**src/rtl/wb_timer_pkg.sv**
```systemverilog
// Shared definitions for the Wishbone timer: register offsets, CTRL/STATUS
// bit positions and the identification constant.
package wb_timer_pkg;

  // Register offsets within the 8-word window (adr_i[2:0])
  localparam logic [2:0] REG_CTRL    = 3'd0;
  localparam logic [2:0] REG_STATUS  = 3'd1;
  localparam logic [2:0] REG_COUNT   = 3'd2;
  localparam logic [2:0] REG_COMPARE = 3'd3;
  localparam logic [2:0] REG_ID      = 3'd4;

  // CTRL bit positions
  localparam int CTRL_EN         = 0;
  localparam int CTRL_AUTORELOAD = 1;
  localparam int CTRL_MATCH_IE   = 2;
  localparam int CTRL_OVF_IE     = 3;
  localparam int CTRL_PRESC_LSB  = 8;
  localparam int CTRL_PRESC_MSB  = 15;

  // Only these CTRL bits are implemented; the rest read back as zero
  localparam logic [15:0] CTRL_MASK = 16'hFF0F;

  // STATUS bit positions
  localparam int STAT_MATCH = 0;
  localparam int STAT_OVF   = 1;

  // Identification constant
  localparam logic [31:0] TIMER_ID = 32'h7131_0001;

endpackage

```
**src/rtl/wb_slave_if.sv**
```systemverilog
// Wishbone classic slave front end: address decode, single-cycle ack,
// write strobe and registered read data. Peripheral-agnostic so later
// blocks can reuse it with their own register file behind it.
module wb_slave_if
  import wb_timer_pkg::*;
#(
  parameter logic [10:0] BASE = 11'h000
) (
  input  logic        clk,
  input  logic        reset,
  input  logic [14:0] adr_i,
  input  logic        stb_i,
  input  logic        we_i,
  input  logic [31:0] rdata,
  output logic        ack_o,
  output logic [31:0] dat_o,
  output logic        wr_stb,
  output logic [3:0]  reg_addr
);

  logic hit;
  logic access;

  // An access is taken on the first cycle of a hit; the ack cycle itself
  // is never an access, so a held strobe is served every other cycle.
  assign hit      = stb_i & (adr_i[14:4] == BASE);
  assign access   = hit & ~ack_o;
  assign wr_stb   = access & we_i;
  assign reg_addr = adr_i[3:0];

  // Ack generation and read-data capture; dat_o returns to 0 after the ack
  always_ff @(posedge clk) begin
    if (reset) begin
      ack_o <= 1'b0;
      dat_o <= 32'd0;
    end else begin
      ack_o <= access;
      if (ack_o) begin
        dat_o <= 32'd0;
      end else if (access & ~we_i) begin
        dat_o <= rdata;
      end
    end
  end

endmodule

```
**src/rtl/wb_timer.sv**
```systemverilog
// Prescaled 32-bit up-counter with compare match, overflow flag and a
// registered level interrupt, exposed as a Wishbone classic slave.
module wb_timer
  import wb_timer_pkg::*;
#(
  parameter logic [10:0] BASE = 11'h000,
  parameter logic [31:0] ID   = TIMER_ID
) (
  input  logic        clk,
  input  logic        reset,
  input  logic [14:0] adr_i,
  input  logic [31:0] dat_i,
  output logic [31:0] dat_o,
  input  logic        we_i,
  input  logic        stb_i,
  output logic        ack_o,
  output logic        irq
);

  logic        wr_stb;
  logic [3:0]  reg_addr;
  logic [31:0] rdata;
  logic [3:0]  wr_sel;

  logic [15:0] ctrl_reg;
  logic [1:0]  status_reg;
  logic [1:0]  status_next;
  logic [31:0] count_reg;
  logic [31:0] count_next;
  logic [31:0] compare_reg;
  logic [7:0]  presc_reg;
  logic [7:0]  presc_next;
  logic        tick;
  logic        match_set;
  logic        ovf_set;

  wb_slave_if #(
    .BASE(BASE)
  ) u_slave_if (
    .clk      (clk),
    .reset    (reset),
    .adr_i    (adr_i),
    .stb_i    (stb_i),
    .we_i     (we_i),
    .rdata    (rdata),
    .ack_o    (ack_o),
    .dat_o    (dat_o),
    .wr_stb   (wr_stb),
    .reg_addr (reg_addr)
  );

  // One write-enable per writable register; adr_i[3]=1 selects nothing
  for (genvar gi = 0; gi < 4; gi++) begin : g_wr_sel
    assign wr_sel[gi] = wr_stb & ~reg_addr[3] & (reg_addr[2:0] == 3'(gi));
  end

  // Read mux over the current register contents
  always_comb begin
    rdata = 32'd0;
    if (!reg_addr[3]) begin
      case (reg_addr[2:0])
        REG_CTRL:    rdata = {16'd0, ctrl_reg};
        REG_STATUS:  rdata = {30'd0, status_reg};
        REG_COUNT:   rdata = count_reg;
        REG_COMPARE: rdata = compare_reg;
        REG_ID:      rdata = ID;
        default:     rdata = 32'd0;
      endcase
    end
  end

  // Prescaler: free-runs while enabled and wraps on reaching the prescale value
  always_comb begin
    tick       = 1'b0;
    presc_next = 8'd0;
    if (ctrl_reg[CTRL_EN]) begin
      if (presc_reg == ctrl_reg[CTRL_PRESC_MSB:CTRL_PRESC_LSB]) begin
        tick = 1'b1;
      end else begin
        presc_next = presc_reg + 8'd1;
      end
    end
  end

  // Count step and flag sets; a bus write to COUNT swallows a coincident tick
  always_comb begin
    count_next = count_reg;
    match_set  = 1'b0;
    ovf_set    = 1'b0;
    if (wr_sel[REG_COUNT]) begin
      count_next = dat_i;
    end else if (tick) begin
      count_next = count_reg + 32'd1;
      if (count_reg == compare_reg) begin
        match_set = 1'b1;
        if (ctrl_reg[CTRL_AUTORELOAD]) begin
          count_next = 32'd0;
        end
      end
      if (count_reg == 32'hFFFF_FFFF) begin
        ovf_set    = 1'b1;
        count_next = 32'd0;
      end
    end
  end

  // STATUS: write-one-to-clear, with hardware sets taking precedence
  always_comb begin
    status_next = status_reg;
    if (wr_sel[REG_STATUS]) begin
      status_next = status_reg & ~dat_i[1:0];
    end
    if (match_set) status_next[STAT_MATCH] = 1'b1;
    if (ovf_set)   status_next[STAT_OVF]   = 1'b1;
  end

  // Register file, counter, prescaler and interrupt state
  always_ff @(posedge clk) begin
    if (reset) begin
      ctrl_reg    <= 16'd0;
      status_reg  <= 2'd0;
      count_reg   <= 32'd0;
      compare_reg <= 32'hFFFF_FFFF;
      presc_reg   <= 8'd0;
      irq         <= 1'b0;
    end else begin
      if (wr_sel[REG_CTRL]) begin
        ctrl_reg <= dat_i[15:0] & CTRL_MASK;
      end
      if (wr_sel[REG_COMPARE]) begin
        compare_reg <= dat_i;
      end
      status_reg <= status_next;
      count_reg  <= count_next;
      presc_reg  <= presc_next;
      irq        <= |(status_reg & ctrl_reg[CTRL_OVF_IE:CTRL_MATCH_IE]);
    end
  end

endmodule
```
**config.mk**
```make
export PLATFORM = sky130hd
export DESIGN_NAME = wb_timer
export DESIGN_NICKNAME = d
export VERILOG_FILES = /design/src/rtl/wb_timer_pkg.sv /design/src/rtl/wb_slave_if.sv /design/src/rtl/wb_timer.sv
export SDC_FILE = /design/constraint.sdc
export NUM_CORES = 1
export LEC_CHECK = 0
export CAP_MARGIN = 0
export CORE_ASPECT_RATIO = 0.7
export CORE_MARGIN = 3
export CORE_UTILIZATION = 60
export CTS_CLUSTER_SIZE = 16
export DETAILED_ROUTE_END_ITERATION = 6
export PLACE_DENSITY = 0.82
export SLEW_MARGIN = 10
export SYNTH_ARGS = -nofsm -noshare
export SYNTH_HDL_FRONTEND = slang
export SYNTH_SLANG_ARGS = --single-unit
export TNS_END_PERCENT = 5
```
**constraint.sdc**
```tcl
create_clock -name clk -period 5.9 [get_ports clk]
set_clock_uncertainty 0.1 [all_clocks]
set_input_delay 0.59 -clock clk [delete_from_list [all_inputs] [get_ports clk]]
set_output_delay 0.59 -clock clk [all_outputs]
set_load 0.02 [all_outputs]
```
==> results of run 1 <==
layout by cell type (no fill, tap or decap), types with 3 or more instances in the layout:
cell type and count:
dfxtp_1 120, clkdlybuf4s50_1 83, nor2_1 81, a22oi_1 53, nand2_1 45, xnor2_1 43
nor2b_1 35, xor2_1 32, a211o_1 32, o2bb2ai_1 30, nand3_1 29, mux2i_1 23
a21oi_1 22, o21ai_0 21, nand4_1 18, clkbuf_16 17, mux2_2 12, and3_1 9
buf_4 6, nor4_1 5, and4_1 5, inv_1 4, o21a_1 3, o211ai_1 3
clkbuf_1 3, clkinvlp_4 3, clkinv_2 3
final timing paths:
path	end	slack (ps)
setup / recovery	count_reg[20]	2290
hold / removal	ctrl_reg[2]	330
setup reg to reg	count_reg[20]	2830
hold reg to reg	u_slave_if.dat_o[3]	350
cell usage after synthesis (21+ instances only):
library cell	instances
o2bb2ai_1	30
a21oi_1	22
dfxtp_1	120
a211o_1	32
a22oi_1	53
nand3_1	29
nor2_1	81
xnor2_1	43
xor2_1	32
nand2_1	45
buf_2	23
mux2i_1	23
o21ai_0	21
clkbuf_1	43
nor2b_1	35
per-layer routing:
metal / global-route usage, % / vias up / share of wire (%)
met2: 44.14 / 337 / 42
met5: 0 / - / 0
met4: 6.731 / 0 / 1.1
met1: 46.24 / 2701 / 46
met3: 8.615 / 26 / 12
li1: - / 2661 / -
critical path, delay by kind of cell:
family	cells	cell delay, ps
AND/OR/NAND/NOR	4	1350
buffers and inverters	2	950
AO/OA/AOI/OAI	2	850
per-stage QoR:
stage                     instances  instance area (µm²)  utilization [%]
final                           903                 7666            76.78
after floorplan                 722                 6331                -
after global routing            903                 7666            76.78
after CTS                       903                 7666            76.78
after global placement          871                 7092            71.03
after detailed placement        871                 7092            71.03
area by class of cell:
class	instances	area share (%)
multi-input combinational	530	47.46
clock buffer	21	5.876
sequential	120	31.34
clock inverter	11	1.616
timing repair buffer	89	11.42
inverter	4	0.1959
tap	128	2.089
report_power, final:
group / leakage (nW) / switching, mW / internal (mW) / total, mW
sequential: 0.967 / 0.0000118 / 0.811 / 0.811
combinational: 1.30 / 0.0556 / 0.0448 / 0.100
clock: 0.273 / 0.380 / 0.632 / 1.01
logic make-up (layout without fill, tap and decap cells):
logic type                 after synthesis  count (layout)
DFF                                    120             120
AOI/OAI and AO/OA                      167             167
muxes                                   36              36
adders and majority gates                2               2
buffers and inverters                   72             125
xor gates and xnor gates                75              75
and+or+nand+nor                        250             250
==> out/summary.txt, run 1 <==
status = finished clean
Sink Count = 120
DR pass1 iterations = 6
ranking of synthesized cells by area = dfxtp_1, a22oi_1, xnor2_1
CP max stage delay = 610 ps
syn_area_per_cell = 8.769 µm²
TritonCTS clock tree = done
Post-synth EDFFs = 0
crit path max fanout = 34
Clock H-tree levels = 4
Leak = 2.540 nW
clk_lat worst skew = 410 ps
Congestion Overflow GR = 0
crit start category = input port
Worst Setup Slack, final = 2287 ps
post-synthesis mux area share = 6.126%
power consumption = 1.923 mW
Chip Height = 91.95 µm
Port Buffer Count = 84
CTS max path bufs = 2
Compound-Gate Fraction of Synth Area = 19.37%
CP Launch Point = adr_i[2]
RSZ-0062 raised after global routing = false
DIE AREA = 11840 µm²
Final Setup Violations = 0
Async S/R FF share, synth = 0%
Pwr Density = 250.8 nW/µm²
# DRC = 0
Final Cycle Share = 61.24%
GRT Resource Usage Total = 30.94%
Tmin final = 3613 ps
Hold Fails Final Rpt = 0
slew margin rel. = 20.51%
Slew Limit Fails = 0
Worst Hold Class = in2reg
Initial Util = 63.41%
#FFs+latches synth = 120
Cell Chain, Critical Path = clkdlybuf4s50_1 > nor2_1 > nand2_1 > nor4b_4 > buf_4 > and3b_1 > o21a_1 > o2bb2ai_1
vias in the first global route = 5189
Min Hold Slack = 326.1 ps
Vias/cell = 6.340
main combinational cell family by area after synthesis = simple AND/OR/NAND/NOR gates
Die Wd = 128.8 µm
DP Wirelength = 12.34 mm
fin nets = 815
worst path arrival time = 3760 ps
hold wc startpoint = reset
xor and xnor area share after synthesis = 10.38%
ANT nets after route = 0
top cell type's share of synthesized area = 37.94%
# Max-Cap Violations = 0
post-synthesis adder-cell area fraction = 0.3953%
Crit-path slowest cell = nor2_1
post-synth cell types = 45
# fillers = 692
measured slew at the worst slew-check pin = 1192 ps
CTS Hold Buffers Added = 0
synth warn = 0
WP data required = 6050 ps
postcts setup bufs = 0
first-pass GRT wire length = 28.59 mm
Worst Reg2Reg Path Length in Cells = 6
Area growth, synth to finish = 21.09%
Synth Instances = 722
PostCTS Resize Cnt = 0
maximum vdd drop = 0.2498 mV
largest net degree at the start of global routing = 106
Placer Congestion = 0.8812
ys flop type = dfxtp_1
Multi-input gate area = 3638 µm²
Hold Path Depth = 2
largest area contributor in the netlist = dfxtp_1
register area share after synthesis = 37.94%
CTS buffer count = 17
IO Count = 85
FP Rows = 30
CORE AREA = 9985 µm²
initial DRC count = 760
setup TNS = 0 ps
routed vias = 5725
top achievable clock speed = 276.8 MHz
Clock transition at path regs = 60 ps
routed wire length = 18.25 mm
simple-gate share of the synthesized area = 20.95%
syn_nets = 775
WL/cell = 20.21 µm
crit end category = flip-flop
initial antenna violation count = 0
Crit Reg-Reg Startpoint = count_reg[12]
sequential cell area = 2402 µm²
Setup Slack @ Placement = 1999 ps
share of cells above drive strength 1 = 8.000%
Netlist Area Pre-Place = 6331 µm²
CP Class = in2reg
CTS Root Cell = clkbuf_16
antenna diode count = 0
No activity file was read; power rests on OpenSTA's default activity.
==> inputs of run 2 (changes only) <==
--- a/config.mk
+++ b/config.mk
@@ -8,10 +8,10 @@
 export CAP_MARGIN = 0
 export CORE_ASPECT_RATIO = 0.7
 export CORE_MARGIN = 3
-export CORE_UTILIZATION = 60
+export CORE_UTILIZATION = 55
 export CTS_CLUSTER_SIZE = 16
 export DETAILED_ROUTE_END_ITERATION = 6
-export PLACE_DENSITY = 0.82
+export PLACE_DENSITY = 0.76
 export SLEW_MARGIN = 10
 export SYNTH_ARGS = -nofsm -noshare
 export SYNTH_HDL_FRONTEND = slang
==> constraint.sdc (replaced) <==
create_clock -name clk -period 3.6 [get_ports clk]
set_clock_uncertainty 0.1 [all_clocks]
set_input_delay 0.36 -clock clk [delete_from_list [all_inputs] [get_ports clk]]
set_output_delay 0.36 -clock clk [all_outputs]
set_load 0.02 [all_outputs]
==> out/summary.txt, run 2 (synthesis results as in run 1) <==
Clock H-tree levels = 4 (unchanged)
CTS Root Cell = clkbuf_16
Initial Util = 56.88% (-6.5 points)
Pwr Density = 431.6 nW/µm² (+72%)
Worst Setup Slack, final = 605.6 ps (-1681 ps)
CTS Hold Buffers Added = 0 (unchanged)
Worst Reg2Reg Path Length in Cells = 6 (unchanged)
vias in the first global route = 5291 (+2.0%)
TritonCTS clock tree = done
share of cells above drive strength 1 = 9.323% (+1.3 points)
Sequential Power Share = 39.3% (-2.9 points)
DP Wirelength = 12.60 mm (+2.1%)
top sig layer = met4
P_sw = 748.2 µW (+72%)
PostCTS Resize Cnt = 0 (unchanged)
post-placement cell count = 904 (+3.8%)
hold wc startpoint = u_slave_if.dat_o[12]
commonest non-fill, non-tap cell in the layout = dfxtp_1
number of standard cells in the final layout excluding fillers = 936 (+3.7%)
Placer Congestion = 0.8893 (+0.92%)
postcts setup bufs = 0 (unchanged)
Vias/cell = 6.206 (-2.1%)
# fillers = 869 (+26%)
Sw Ratio = 22.13% (-0.51 points)
slew margin rel. = 16.94% (-3.6 points)
CP Class = reg2reg
Die Wd = 134.2 µm (+4.2%)
met2 wire length = 7.917 mm (+3.8%)
ANT nets after route = 0 (unchanged)
initial antenna violation count = 0 (unchanged)
final instance area = 7834 µm² (+2.2%)
Clock power frac = 55.6% (+3.0 points)
largest net degree at the start of global routing = 78 (-26%)
FP Rows = 32 (+6.7%)
# DRC = 0 (unchanged)
measured slew at the worst slew-check pin = 1246 ps (+53.59 ps)
Crit Reg-Reg Startpoint = count_reg[12]
initial DRC count = 644 (-15%)
fin nets = 823 (+0.98%)
# Max-Cap Violations = 0 (unchanged)
crit path max fanout = 30 (-12%)
crit end category = flip-flop
WP data required = 3760 ps (-2290 ps)
IO Count = 85 (unchanged)
top achievable clock speed = 334.0 MHz
crit start category = flip-flop
Tmin final = 2994 ps
antenna diode count = 0 (unchanged)
power consumption = 3.381 mW (+76%)
maximum vdd drop = 0.4866 mV (+95%)
Hold Fails Final Rpt = 0 (unchanged)
DR pass1 iterations = 5 (-1)
highest-count cells in the layout ignoring fill and taps = dfxtp_1, clkdlybuf4s50_1, nor2_1
Chip Height = 95.77 µm (+4.2%)
Slew Limit Fails = 0 (unchanged)
met3 WL = 2.080 mm (-0.95%)
Setup Slack @ Placement = 573.7 ps (-1425 ps)
Hold Path End = u_slave_if.dat_o[12]
Hold Path Depth = 2 (unchanged)
r2r setup slk = 610 ps (-2220 ps)
Post-Route M1 WL = 8.278 mm (-0.65%)
Sink Count = 120 (unchanged)
WL/cell = 19.74 µm (-2.3%)
clk_lat worst skew = 420 ps (about the same)
Port Buffer Count = 84 (unchanged)
Min Hold Slack = 351.3 ps (+25.19 ps)
worst path arrival time = 3150 ps (-610 ps)
routed vias = 5809 (+1.5%)
Clock transition at path regs = 60 ps (about the same)
RSZ-0062 raised after global routing = false
CTS max path bufs = 2 (unchanged)
reg-to-reg endpoint = count_reg[3]
DIE AREA = 12860 µm² (+8.6%)
GRT Resource Usage Total = 28.89% (-2.0 points)
Area growth, synth to finish = 23.74%
routed wire length = 18.48 mm (+1.2%)
setup TNS = 0 ps (unchanged)
CTS buffer count = 17 (unchanged)
Internal = 2.633 mW (+77%)
Leak = 2.616 nW (+3.0%)
Finished Core Util = 70.38% (-6.4 points)
DP Area = 7183 µm² (+1.3%)
Gate power share = 5.1% (about the same)
CORE AREA = 11130 µm² (+11%)
first-pass GRT wire length = 28.82 mm (+0.80%)
Final Cycle Share = 83.18%
Congestion Overflow GR = 0 (unchanged)
Final Setup Violations = 0 (unchanged)
status = finished clean
Worst Hold Class = reg2reg
run 2: per-layer routing:
metal,vias to the layer above,global-route usage (%)
met4,0,7.966
li1,2672,-
met3,26,7.576
met2,330,43.02
met1,2781,41.60
met5,-,0
run 2: power by group through the flow:
| stage | combinational, mW | clock, mW | sequential (mW) |
|---|---|---|---|
| after floorplan | 0.0687 | 0 | 1.36 |
| after global placement | 0.164 | 0 | 1.36 |
| after detailed placement | 0.166 | 0 | 1.36 |
| after CTS | 0.167 | 1.89 | 1.33 |
| after global routing | 0.180 | 1.96 | 1.33 |
| final | 0.172 | 1.88 | 1.33 |
run 2: worst max path at each step:
stage,depth (start not counted),start,slack [ps],endpoint
5_1_grt,6,count_reg[12],490,count_reg[19]
3_5_place_dp,7,stb_i,570,count_reg[3]
3_3_place_gp,7,stb_i,630,count_reg[18]
6_report,6,count_reg[12],610,count_reg[3]
2_1_floorplan,7,adr_i[12],1420,ctrl_reg[10]
4_1_cts,6,count_reg[12],660,count_reg[3]
run 2: critical path, cell delays in order (launching register included):
cell       delay, ps
dfxtp_1          480
nand4_1          210
nor4_2           670
nand4_1          230
and3b_1          260
o21a_1           560
o2bb2ai_1        320
run 2: final cells by class:
type | count | area [µm²] | share of cell area [%]
inverter | 4 | 15.01 | 0.1917
clock buffer | 17 | 425.4 | 5.430
multi-input combinational | 530 | 3638 | 46.45
timing repair buffer | 97 | 935.9 | 11.95
tap | 153 | 191.4 | 2.444
clock inverter | 15 | 225.2 | 2.875
sequential | 120 | 2402 | 30.67
==> inputs of run 3 (changes only) <==
==> constraint.sdc (replaced) <==
create_clock -name clk -period 3.05 [get_ports clk]
set_clock_uncertainty 0.1 [all_clocks]
set_input_delay 0.305 -clock clk [delete_from_list [all_inputs] [get_ports clk]]
set_output_delay 0.305 -clock clk [all_outputs]
set_load 0.02 [all_outputs]
==> out/summary.txt, run 3 (synthesis results as in run 1) <==
status = finished clean
power consumption = 3.841 mW (+14%)
Sequential Power Share = 40.8% (+1.5 points)
Sw Ratio = 22.70% (+0.58 points)
RSZ-0062 raised after global routing = false
Gate power share = 5.3% (+0.2 points)
CTS Hold Buffers Added = 0 (unchanged)
vias in the first global route = 5370 (+1.5%)
CP Class = reg2reg
routed wire length = 18.08 mm (-2.1%)
ANT nets after route = 0 (unchanged)
CTS max path bufs = 2 (unchanged)
FP Rows = 32 (unchanged)
Worst Hold Class = in2reg
Clock H-tree levels = 4 (unchanged)
Crit Reg-Reg Startpoint = count_reg[19]
Min Hold Slack = 336.7 ps (-14.64 ps)
hold wc startpoint = reset
post-placement cell count = 914 (+1.1%)
crit end category = flip-flop
CORE AREA = 11130 µm² (unchanged)
Top cell by count, worst path = and4_1
highest-count cells in the layout ignoring fill and taps = dfxtp_1, clkdlybuf4s50_1, nor2_1
clk_lat worst skew = 420 ps (about the same)
IO Count = 85 (unchanged)
P_sw = 872.0 µW (+17%)
Pwr Density = 487.3 nW/µm² (+13%)
share of cells above drive strength 1 = 10.47% (+1.1 points)
WL/cell = 19.11 µm (-3.2%)
Clock transition at path regs = 60 ps (about the same)
TritonCTS clock tree = done
initial DRC count = 635 (-1.4%)
routed vias = 5801 (-0.14%)
Initial Util = 56.88% (unchanged)
setup TNS = 0 ps (unchanged)
Final Setup Violations = 0 (unchanged)
antenna diode count = 0 (unchanged)
CTS buffer count = 17 (unchanged)
DP Wirelength = 12.92 mm (+2.5%)
# DRC = 0 (unchanged)
Worst Setup Slack, final = 471.4 ps (-134.2 ps)
fin nets = 833 (+1.2%)
top achievable clock speed = 387.8 MHz (+16%)
reg-to-reg endpoint = count_reg[14]
Clock power frac = 53.9% (-1.7 points)
Hold Path End = u_slave_if.ack_o
crit path max fanout = 21 (-30%)
Port Buffer Count = 84 (unchanged)
WP data required = 3220 ps (-540 ps)
Placer Congestion = 0.9633 (+8.3%)
crit start category = flip-flop
slew margin rel. = 45.86% (+29 points)
Area growth, synth to finish = 24.51%
GRT Resource Usage Total = 28.25% (-0.64 points)
Die Wd = 134.2 µm (unchanged)
Leak = 2.662 nW (+1.8%)
Slew Limit Fails = 0 (unchanged)
commonest non-fill, non-tap cell in the layout = dfxtp_1
CTS Root Cell = clkbuf_16
maximum vdd drop = 0.3892 mV (-20%)
PostCTS Resize Cnt = 0 (unchanged)
Hold Fails Final Rpt = 0 (unchanged)
DIE AREA = 12860 µm² (unchanged)
Tmin final = 2579 ps (-415.8 ps)
largest net degree at the start of global routing = 74 (-5.1%)
r2r setup slk = 470 ps (-130 ps)
Sink Count = 120 (unchanged)
initial antenna violation count = 0 (unchanged)
DR pass1 iterations = 6 (+1)
Crit-path slowest cell = dfxtp_1
sequential cell area = 2402 µm² (unchanged)
CP max stage delay = 480 ps (-190 ps)
number of standard cells in the final layout excluding fillers = 946 (+1.1%)
Worst Reg2Reg Path Length in Cells = 7 (+1)
Congestion Overflow GR = 0 (unchanged)
# fillers = 869 (unchanged)
measured slew at the worst slew-check pin = 805.4 ps (-440.5 ps)
Cell Chain, Critical Path = and4_1 > and4_1 > nand4_1 > and3b_1 > o21a_1 > buf_12 > o2bb2ai_1
Final Cycle Share = 84.54% (+1.4 points)
Multi-input gate area = 3638 µm² (unchanged)
worst path arrival time = 2740 ps (-410 ps)
Internal = 2.969 mW (+13%)
postcts setup bufs = 0 (unchanged)
Hold Path Depth = 2 (unchanged)
Chip Height = 95.77 µm (unchanged)
Vias/cell = 6.132 (-1.2%)
Setup Slack @ Placement = 281.2 ps (-292.5 ps)
first-pass GRT wire length = 28.59 mm (-0.79%)
# Max-Cap Violations = 0 (unchanged)
==> run 3: changes by cell type in the layout (fill, tap and decap cells not counted) <==
| cell | change |
|---|---|
| buf_4 | +9 |
| bufinv_16 | -2 |
| clkinvlp_4 | -2 |
| buf_12 | +1 |
| clkbuf_8 | +1 |
| clkinv_2 | +1 |
| clkinv_4 | +1 |
| inv_6 | +1 |
==> run 3: worst max-delay path: cells and delay by family (launching register included) <==
family          cells  cell delay (ps)
simple gates        4             1190
flops               1              480
compound gates      2              400
buf+inv             1              240
==> run 3: worst max path at each step <==
stage,start,to
global route,count_reg[19],count_reg[15]
floorplan,adr_i[12],ctrl_reg[10]
global placement,stb_i,count_reg[12]
detailed placement,adr_i[5],ctrl_reg[14]
CTS,count_reg[19],count_reg[14]
finish,count_reg[19],count_reg[14]
==> run 3: layout make-up <==
type,count,area share [%]
well taps,153,2.429
clock buffers,18,5.571
flip-flops and latches,120,30.48
repair buffers,107,12.98
clock inverters,14,2.190
inverters,4,0.1905
multi-input cells,530,46.16
==> run 3: per-stage QoR <==
stage,cell area (µm²),utilization [%]
after floorplan,6331,-
after global placement,7271,65.32
after detailed placement,7271,65.32
after CTS,7883,70.82
after global routing,7883,70.82
final,7883,70.82
==> run 3: per-layer routing <==
layer | GRT usage [%] | wire (µm) | vias up
li1 | - | - | 2701
met1 | 40.91 | 8157 | 2755
met2 | 42.31 | 7584 | 314
met3 | 6.583 | 2069 | 31
met4 | 7.966 | 269 | 0
met5 | 0 | 0 | -
==> run 3: power by group through the flow <==
stage / Combinational [mW] / Sequential [mW] / Clock, mW
2_1_floorplan: 0.0811 / 1.60 / 0
3_3_place_gp: 0.194 / 1.60 / 0
3_5_place_dp: 0.197 / 1.60 / 0
4_1_cts: 0.198 / 1.57 / 2.08
5_1_grt: 0.213 / 1.57 / 2.15
6_report: 0.203 / 1.57 / 2.07
